==> config.mk <==
export PLATFORM = sky130hd
export DESIGN_NAME = sayeh_window_regfile
export DESIGN_NICKNAME = d
export VERILOG_FILES = /design/src/rtl/sayeh_window_regfile.sv
export SDC_FILE = /design/constraint.sdc
export NUM_CORES = 2
export LEC_CHECK = 0
export CORE_ASPECT_RATIO = 1.4
export CORE_MARGIN = 2
export CORE_UTILIZATION = 50
export CTS_CLUSTER_DIAMETER = 120
export DETAILED_ROUTE_END_ITERATION = 8
export PLACE_DENSITY = 0.66
export SYNTH_ARGS = -nofsm -noshare
export SYNTH_HDL_FRONTEND = slang
export SYNTH_SLANG_ARGS = --single-unit
==> constraint.sdc <==
create_clock -name clk -period 10.1 [get_ports clk]
set_input_delay 2.02 -clock clk [delete_from_list [all_inputs] [get_ports clk]]
set_output_delay 2.02 -clock clk [all_outputs]
set_load 0.02 [all_outputs]
==> src/rtl/sayeh_window_regfile.sv <==
// sayeh_window_regfile: windowed general register file for the SAYEH datapath.
// NUM_REGS physical registers are seen through a window of 2^LADDR_W registers
// that starts at the window pointer (wp). There are two combinational read ports
// and one write port with byte-lane enables. A clear sweep zeroes one register
// per cycle, visiting every physical register once.
// Optional build macro: RF_WRITE_BYPASS_EN. When it is defined, an accepted
// write is forwarded combinationally to any read port that addresses the same
// register.
module sayeh_window_regfile #(
    parameter int  DATA_W   = 16,
    parameter int  NUM_REGS = 64,
    parameter int  LADDR_W  = 2,
    localparam int WP_W     = $clog2(NUM_REGS)
) (
    input  logic                clk,
    input  logic                rst_n,
    input  logic [DATA_W-1:0]   wdata,
    input  logic [DATA_W/8-1:0] wr_be,
    input  logic [LADDR_W-1:0]  laddr,
    input  logic [LADDR_W-1:0]  raddr,
    output logic [DATA_W-1:0]   lout,
    output logic [DATA_W-1:0]   rout,
    input  logic                wp_add_en,
    input  logic [WP_W-1:0]     wp_add_val,
    input  logic                wp_clr,
    input  logic                clr_start,
    output logic                busy,
    output logic [WP_W-1:0]     wp
);

    typedef enum logic {IDLE, SWEEP} state_t;

    state_t            state, state_nxt;
    logic [DATA_W-1:0] regs [NUM_REGS];
    logic [WP_W-1:0]   wp_q;
    logic [WP_W-1:0]   cnt;
    logic [WP_W-1:0]   phys_l;
    logic [WP_W-1:0]   phys_r;
    logic [DATA_W-1:0] be_mask;
    logic              wr_acc;

    // Expand the byte enables to a bit mask so a write is a single masked merge.
    for (genvar g = 0; g < DATA_W/8; g++) begin : g_mask
        assign be_mask[8*g +: 8] = {8{wr_be[g]}};
    end

    // The window offset wraps modulo NUM_REGS through the natural WP_W-bit add.
    assign phys_l = wp_q + WP_W'(laddr);
    assign phys_r = wp_q + WP_W'(raddr);
    // Writes arriving during a sweep are dropped, not queued.
    assign wr_acc = (state == IDLE) && (|wr_be);
    assign busy   = (state == SWEEP);
    assign wp     = wp_q;

    // Register array: the sweep clear takes priority; otherwise apply the masked write.
    always_ff @(posedge clk or negedge rst_n) begin
        if (!rst_n) begin
            regs <= '{default: '0};
        end else if (state == SWEEP) begin
            regs[cnt] <= '0;
        end else if (wr_acc) begin
            regs[phys_l] <= (regs[phys_l] & ~be_mask) | (wdata & be_mask);
        end
    end

    // State and sweep counter registers.
    always_ff @(posedge clk or negedge rst_n) begin
        if (!rst_n) begin
            state <= IDLE;
            cnt   <= '0;
        end else begin
            state <= state_nxt;
            if (state == SWEEP) begin
                cnt <= (state_nxt == IDLE) ? '0 : cnt + WP_W'(1);
            end
        end
    end

    // Next state: clr_start is accepted only in IDLE, and the sweep ends after the last register.
    always_comb begin
        state_nxt = state;
        case (state)
            IDLE:  if (clr_start) state_nxt = SWEEP;
            SWEEP: if (cnt == WP_W'(NUM_REGS - 1)) state_nxt = IDLE;
            default: state_nxt = IDLE;
        endcase
    end

    // Window pointer: clear wins over add. It may change in either state.
    always_ff @(posedge clk or negedge rst_n) begin
        if (!rst_n) begin
            wp_q <= '0;
        end else if (wp_clr) begin
            wp_q <= '0;
        end else if (wp_add_en) begin
            wp_q <= wp_q + wp_add_val;
        end
    end

`ifdef RF_WRITE_BYPASS_EN
    logic [DATA_W-1:0] byp_mask;
    assign byp_mask = be_mask & {DATA_W{wr_acc}};

    // Read ports: enabled lanes of a same-cycle write to the addressed register come from wdata.
    always_comb begin
        lout = (regs[phys_l] & ~byp_mask) | (wdata & byp_mask);
        rout = regs[phys_r];
        if (phys_r == phys_l) begin
            rout = (regs[phys_r] & ~byp_mask) | (wdata & byp_mask);
        end
    end
`else
    // Read ports: stored contents only, so new data appears on the following cycle.
    always_comb begin
        lout = regs[phys_l];
        rout = regs[phys_r];
    end
`endif

endmodule

Word level (Yosys, flattened, before mapping)
Index checks and enable logic that the tools add are counted.
{ "classes": {"n_addsub": 4, "magnitude_cmp": 5, "n_eq_ne": 1, "n_mux": 19, "n_bitwise": 10, "n_reduce_logical": 6} }
{ "op_table": {"columns": ["op", "count"], "rows": [
  ["$mux 1024", 2],
  ["$and 1024x1024->1024", 1],
  ["$bwmux 1024", 1],
  ["$not 1024->1024", 1],
  ["$bmux 16 s6", 2],
  ["$demux 16 s6", 2],
  ["$mux 16", 6],
  ["$and 16x16->16", 2],
  ["$ge 7x7->1 const B", 3],
  ["$not 6->7", 3],
  ["$mux 6", 3],
  ["$not 16->16", 1],
  ["$or 16x16->16", 1],
  ["$lt 7x1->1 const B", 2],
  ["$add 6x2->6", 2],
  ["$add 6x1->6 const B", 1],
  ["$add 6x6->6", 1],
  ["$eq 6x6->1 const B", 1],
  ["$reduce_bool 2->1", 2],
  ["$logic_and 1x1->1", 3],
  ["$mux 1", 2],
  ["$pmux 1 s2", 1],
  ["$reduce_or 2->1", 1],
  ["$not 1->1", 1]
]} }
{ "totals": {"ff_bits": 1037, "inputBits": 33, "output_inout_bits": 39, "wordCells": 112} }

Logic depth before layout (Yosys ltp)
{ "logic_depth": {"depth_word": 10, "ltp_mapped": 17, "depth_no_buf": 9} }

Worst setup path after synthesis
Ideal clock, no wire load.
{ "synth_timing": {"kind": "input to output", "from": "in laddr[0]", "to": "out lout[8]", "t_arrival_ns": 5.889, "required_ns": 8.080, "slack_ns": 2.191, "stages": 15, "n_path_buf": 6, "cell_sequence": "ha_1 fa_1 buf_2 xnor2_1 buf_2 buf_2 buf_2 buf_2 buf_2 nor3_1 a211oi_1 a31oi_1 nor2_1 nor2_1 a2111oi_0"} }
{ "synth_via": {"elab_chain_cells": 5} }
{ "synth_lines": {"columns": ["item", "line_no", "rtl"], "rows": [
  ["start, declared", "19", "input logic [LADDR_W-1:0] laddr,"],
  ["$add 6x2->6", "48", "assign phys_l = wp_q + WP_W'(laddr);"],
  ["$not 6->7 (not written as such)", "115", "lout = regs[phys_l];"],
  ["$bmux 16 s6", "115", null],
  ["$mux 16 (not written as such) (2 in series)", "115", null],
  ["end, declared", "21", "output logic [DATA_W-1:0] lout,"]
]} }
Every way passes these cells. The select of a mux whose other input is x is not followed.

Final worst setup path
{ "layout_timing": {"from": "in laddr[0]", "to": "out lout[2]"} }
The elaborated chain is that of the path after synthesis.

==> results by group <==
Die
  • Core area: 113000 sq um
  • Die Ht: 404 microns
  • Rows: 146
  • Die area: 117000 sq um
  • Top Ports: 72
  • Die X: 290 microns
  • Effective utilization at floorplan: 0.504

Drt
  • DRT iter0 DRCs: 8016
  • DR vias: 51000
  • Final wirelength: 253000 microns
  • Antenna-violating nets left: 0
  • Drt via density: 7.43
  • Wire length per cell: 36.8 microns
  • 1st-pass router iterations: 7
  • Detailed-route DRC error count: 0

STA
  • Clock Skew: 0.0363 ns
  • Unrepaired setup endpoints after global routing: no
  • Total Neg Setup Slack: 0 ns
  • Final setup vio count: 0
  • Fmax: 0.0991 GHz
  • Crit share post-route: 0.999
  • Hold Fails Final Rpt: 0
  • Slew HR: -0.133
  • Min Tclk post-route: 10.09 ns
  • Final Max Slew Viols: 2
  • Least-Margin Pin Slew: 1.68 ns

Power
  • Pwr Density: 177 nW/um^2
  • Lkg Pwr: 25.9 nW
  • Worst IR Drop VDD: 0.134 mV

Clocking
  • CTS sink count: 1037
  • Clk slew on worst S/H paths: 0.06 ns
  • # resized after CTS: 0
  • Hold_buf cts: 0
  • Clk_lat worst skew: 0.76 ns
  • CTS buffer count: 105
  • CTS root buffer: clkbuf_16
  • H-tree Lvls: 3
  • CTS max path bufs: 3
  • Post-CTS setup buffers: 0
  • CTS tree: yes

Final layout
  • Filler cells: 9852
  • Final nets: 5333
  • Multi-input logic area: 29100 sq um
  • Area grow syn2layout: 10.4%
  • Layout cells sized above 1: 0.166
  • Final Non-Filler Cells: 6859
  • Sequential cell area: 25900 sq um

Synthesis
  • Ranking of synthesized cells by area: dfrtp_1 (45%), mux4_2 (18%), o21ai_0 (8.4%), nand3_1 (7.3%), mux2i_1 (3.2%)
  • Synth async-reset ratio: 1.00
  • Yosys top cell area share: 0.454
  • Sequential area share after synthesis: 0.454
  • YS warnings: 0
  • Seq cells post-synth: 1037
  • Synth area leader: dfrtp_1
  • Synthesized net count: 5509
  • Synthesized cell area: 57100 sq um
  • Synth Flop Type: dfrtp_1
  • Syn Area/Cell: 10.5 sq um
  • Netlist cell types: 80
  • Post-synth EDFFs: 0
  • Synth Instances: 5463

Setup path
  • Most frequent CP cell: buf_4
  • Worst path max stage delay: 1.18 ns
  • Max stage delay cell, worst path: a311oi_1
  • Worst-path fanout max: 31
  • Critical Path RT: 8.08 ns
  • Startpoint type of the worst setup path: input pin
  • Crit-path cells: clkdlybuf4s50_1, ha_4, fa_4, xor2_4, buf_12, buf_4, buf_4, mux4_2, a221oi_1, o22ai_1, a311oi_1, buf_4, nand2_1, nor2_1, buf_4
  • Setup CP Type: in -> out
  • Crit end category: output port
  • Critical Path AT: 8.07 ns

Place
  • Placed Cells: 6659
  • # port buffers: 71
  • Gpl congestion: 1.04
  • Dpl hpwl: 168000 microns

Global route
  • First-pass GRT wire length: 360000 microns
  • Total GRT Usage: 0.434
  • Global route overflow: 0
  • Initial antenna violation count: 14
  • Vias in the first global route: 48600
  • Largest net degree at the start of global routing: 178

Flow run
  • Max Cap Violations: 1

Min path
  • Type of the most critical hold path: reg -> reg

Run status
  • Outcome: finished, violations left
  • Failing checks: max-capacitance violations, max-slew violations
-- path summary, 6_finish.rpt --
path                                      start                     end  slack [ns]  depth (start not counted)
max reg2reg                   wp[0]$_DFFE_PN0P_    regs[50]$_DFFE_PN0P_        3.72                         14
min reg2reg                regs[84]$_DFFE_PN0P_    regs[84]$_DFFE_PN0P_        0.50                          2
max in group asynchronous                 rst_n   regs[199]$_DFFE_PN0P_        6.54                          3
min in group asynchronous                 rst_n  regs[1010]$_DFFE_PN0P_        1.30                          1
min                        regs[84]$_DFFE_PN0P_    regs[84]$_DFFE_PN0P_        0.50                          2
max                                    laddr[0]                 lout[2]        0.01                         15
-- placed cells by master, fill, tap and decap left out, types with 19 or more instances in the layout --
cell type,count
dfrtp_1,1037
o21ai_0,963
nand3_1,833
nand2_1,456
mux4_2,451
nor2_1,232
buf_4,182
mux2i_1,179
clkbuf_16,106
a21oi_1,74
nor3_1,70
clkdlybuf4s50_1,65
o22ai_1,56
a31oi_1,56
nor2b_1,49
a211oi_1,37
a32o_1,30
a221oi_1,29
a22oi_1,29
clkbuf_1,29
clkbuf_8,24
buf_12,23
o221ai_1,21
o21ai_1,20
o31ai_1,19
-- per-stage QoR --
| step | power (W) | utilization | setup slack [ns] | hold WS (ns) | area, sq um |
|---|---|---|---|---|---|
| 3_3_place_gp | 0.00688 | 0.525 | 0.121 | 0.473 | 59400 |
| 5_1_grt | 0.0113 | 0.557 | 0.0857 | 0.532 | 63100 |
| 2_1_floorplan | 0.00568 | - | 2.19 | 0.459 | 57100 |
| 6_report | 0.0111 | 0.557 | 0.0127 | 0.502 | 63100 |
| 4_1_cts | 0.0110 | 0.557 | 0.209 | 0.502 | 63100 |
| 3_5_place_dp | 0.00688 | 0.525 | 0.229 | 0.489 | 59400 |
-- state kept, by name (all words and copies together), names as in the netlist --
name and count:
regs 1024, cnt 6, wp 6, busy 1
-- where the power goes --
| group | switching (W) | total, W | internal (W) |
|---|---|---|---|
| Clock | 0.00181 | 0.00420 | 0.00239 |
| Combinational | 0.00196 | 0.00277 | 0.000816 |
| Sequential | 0.0000177 | 0.00417 | 0.00416 |
| Total | 0.00378 | 0.0111 | 0.00737 |
-- cell usage after synthesis (all sizes together) (8+ instances only) --
library cell / n
a32o: 30
mux4: 451
inv: 10
a21oi: 77
nand2: 456
a221oi: 29
nor3: 78
ha: 10
mux2i: 180
a32oi: 8
o21ai: 983
a22o: 11
and3: 15
or3: 9
and2: 13
dfrtp: 1037
clkbuf: 420
nor2b: 50
nand3: 833
xnor2: 10
o21a: 15
o22ai: 56
nor2: 239
buf: 136
a311oi: 9
a211oi: 37
o221ai: 21
o211ai: 13
a31oi: 59
o31ai: 21
nand2b: 11
a22oi: 29
-- cell type report --
cell class	count	area share
well taps	1480	0.0294
clock buffers	159	0.0490
multi-input cells	3859	0.461
flip-flops and latches	1037	0.411
inverters	11	0.000674
repair buffers	273	0.0397
clock inverters	36	0.00827
diodes	4	0.000159
-- cells by family (layout without fill, tap and decap cells) --
kind of cell,count (synthesis),in the layout,synth area share
mux,637,637,0.211
buf+inv,567,479,0.0412
compound gates,1462,1462,0.148
flops,1037,1037,0.454
fa+ha+maj,13,13,0.00324
xor+xnor,15,15,0.00243
other cells,0,4,0
simple gates,1732,1732,0.140
-- layer usage --
metal | wire length, microns | vias up | GRT usage
met1 | 86600 | 25800 | 0.546
met2 | 107000 | 3949 | 0.612
met4 | 25900 | 16 | 0.349
met3 | 32700 | 1010 | 0.139
li1 | - | 20200 | -
met5 | 174 | - | 0.00508
-- worst max-delay path, delay by kind of cell --
family          cells  cell delay (ns)
simple gates        2             0.25
compound gates      3             1.95
fa+ha+maj           2             0.85
xor+xnor            1             0.35
buf+inv             6             2.03
mux                 1             0.54
Power figures use the tool's default switching activity.
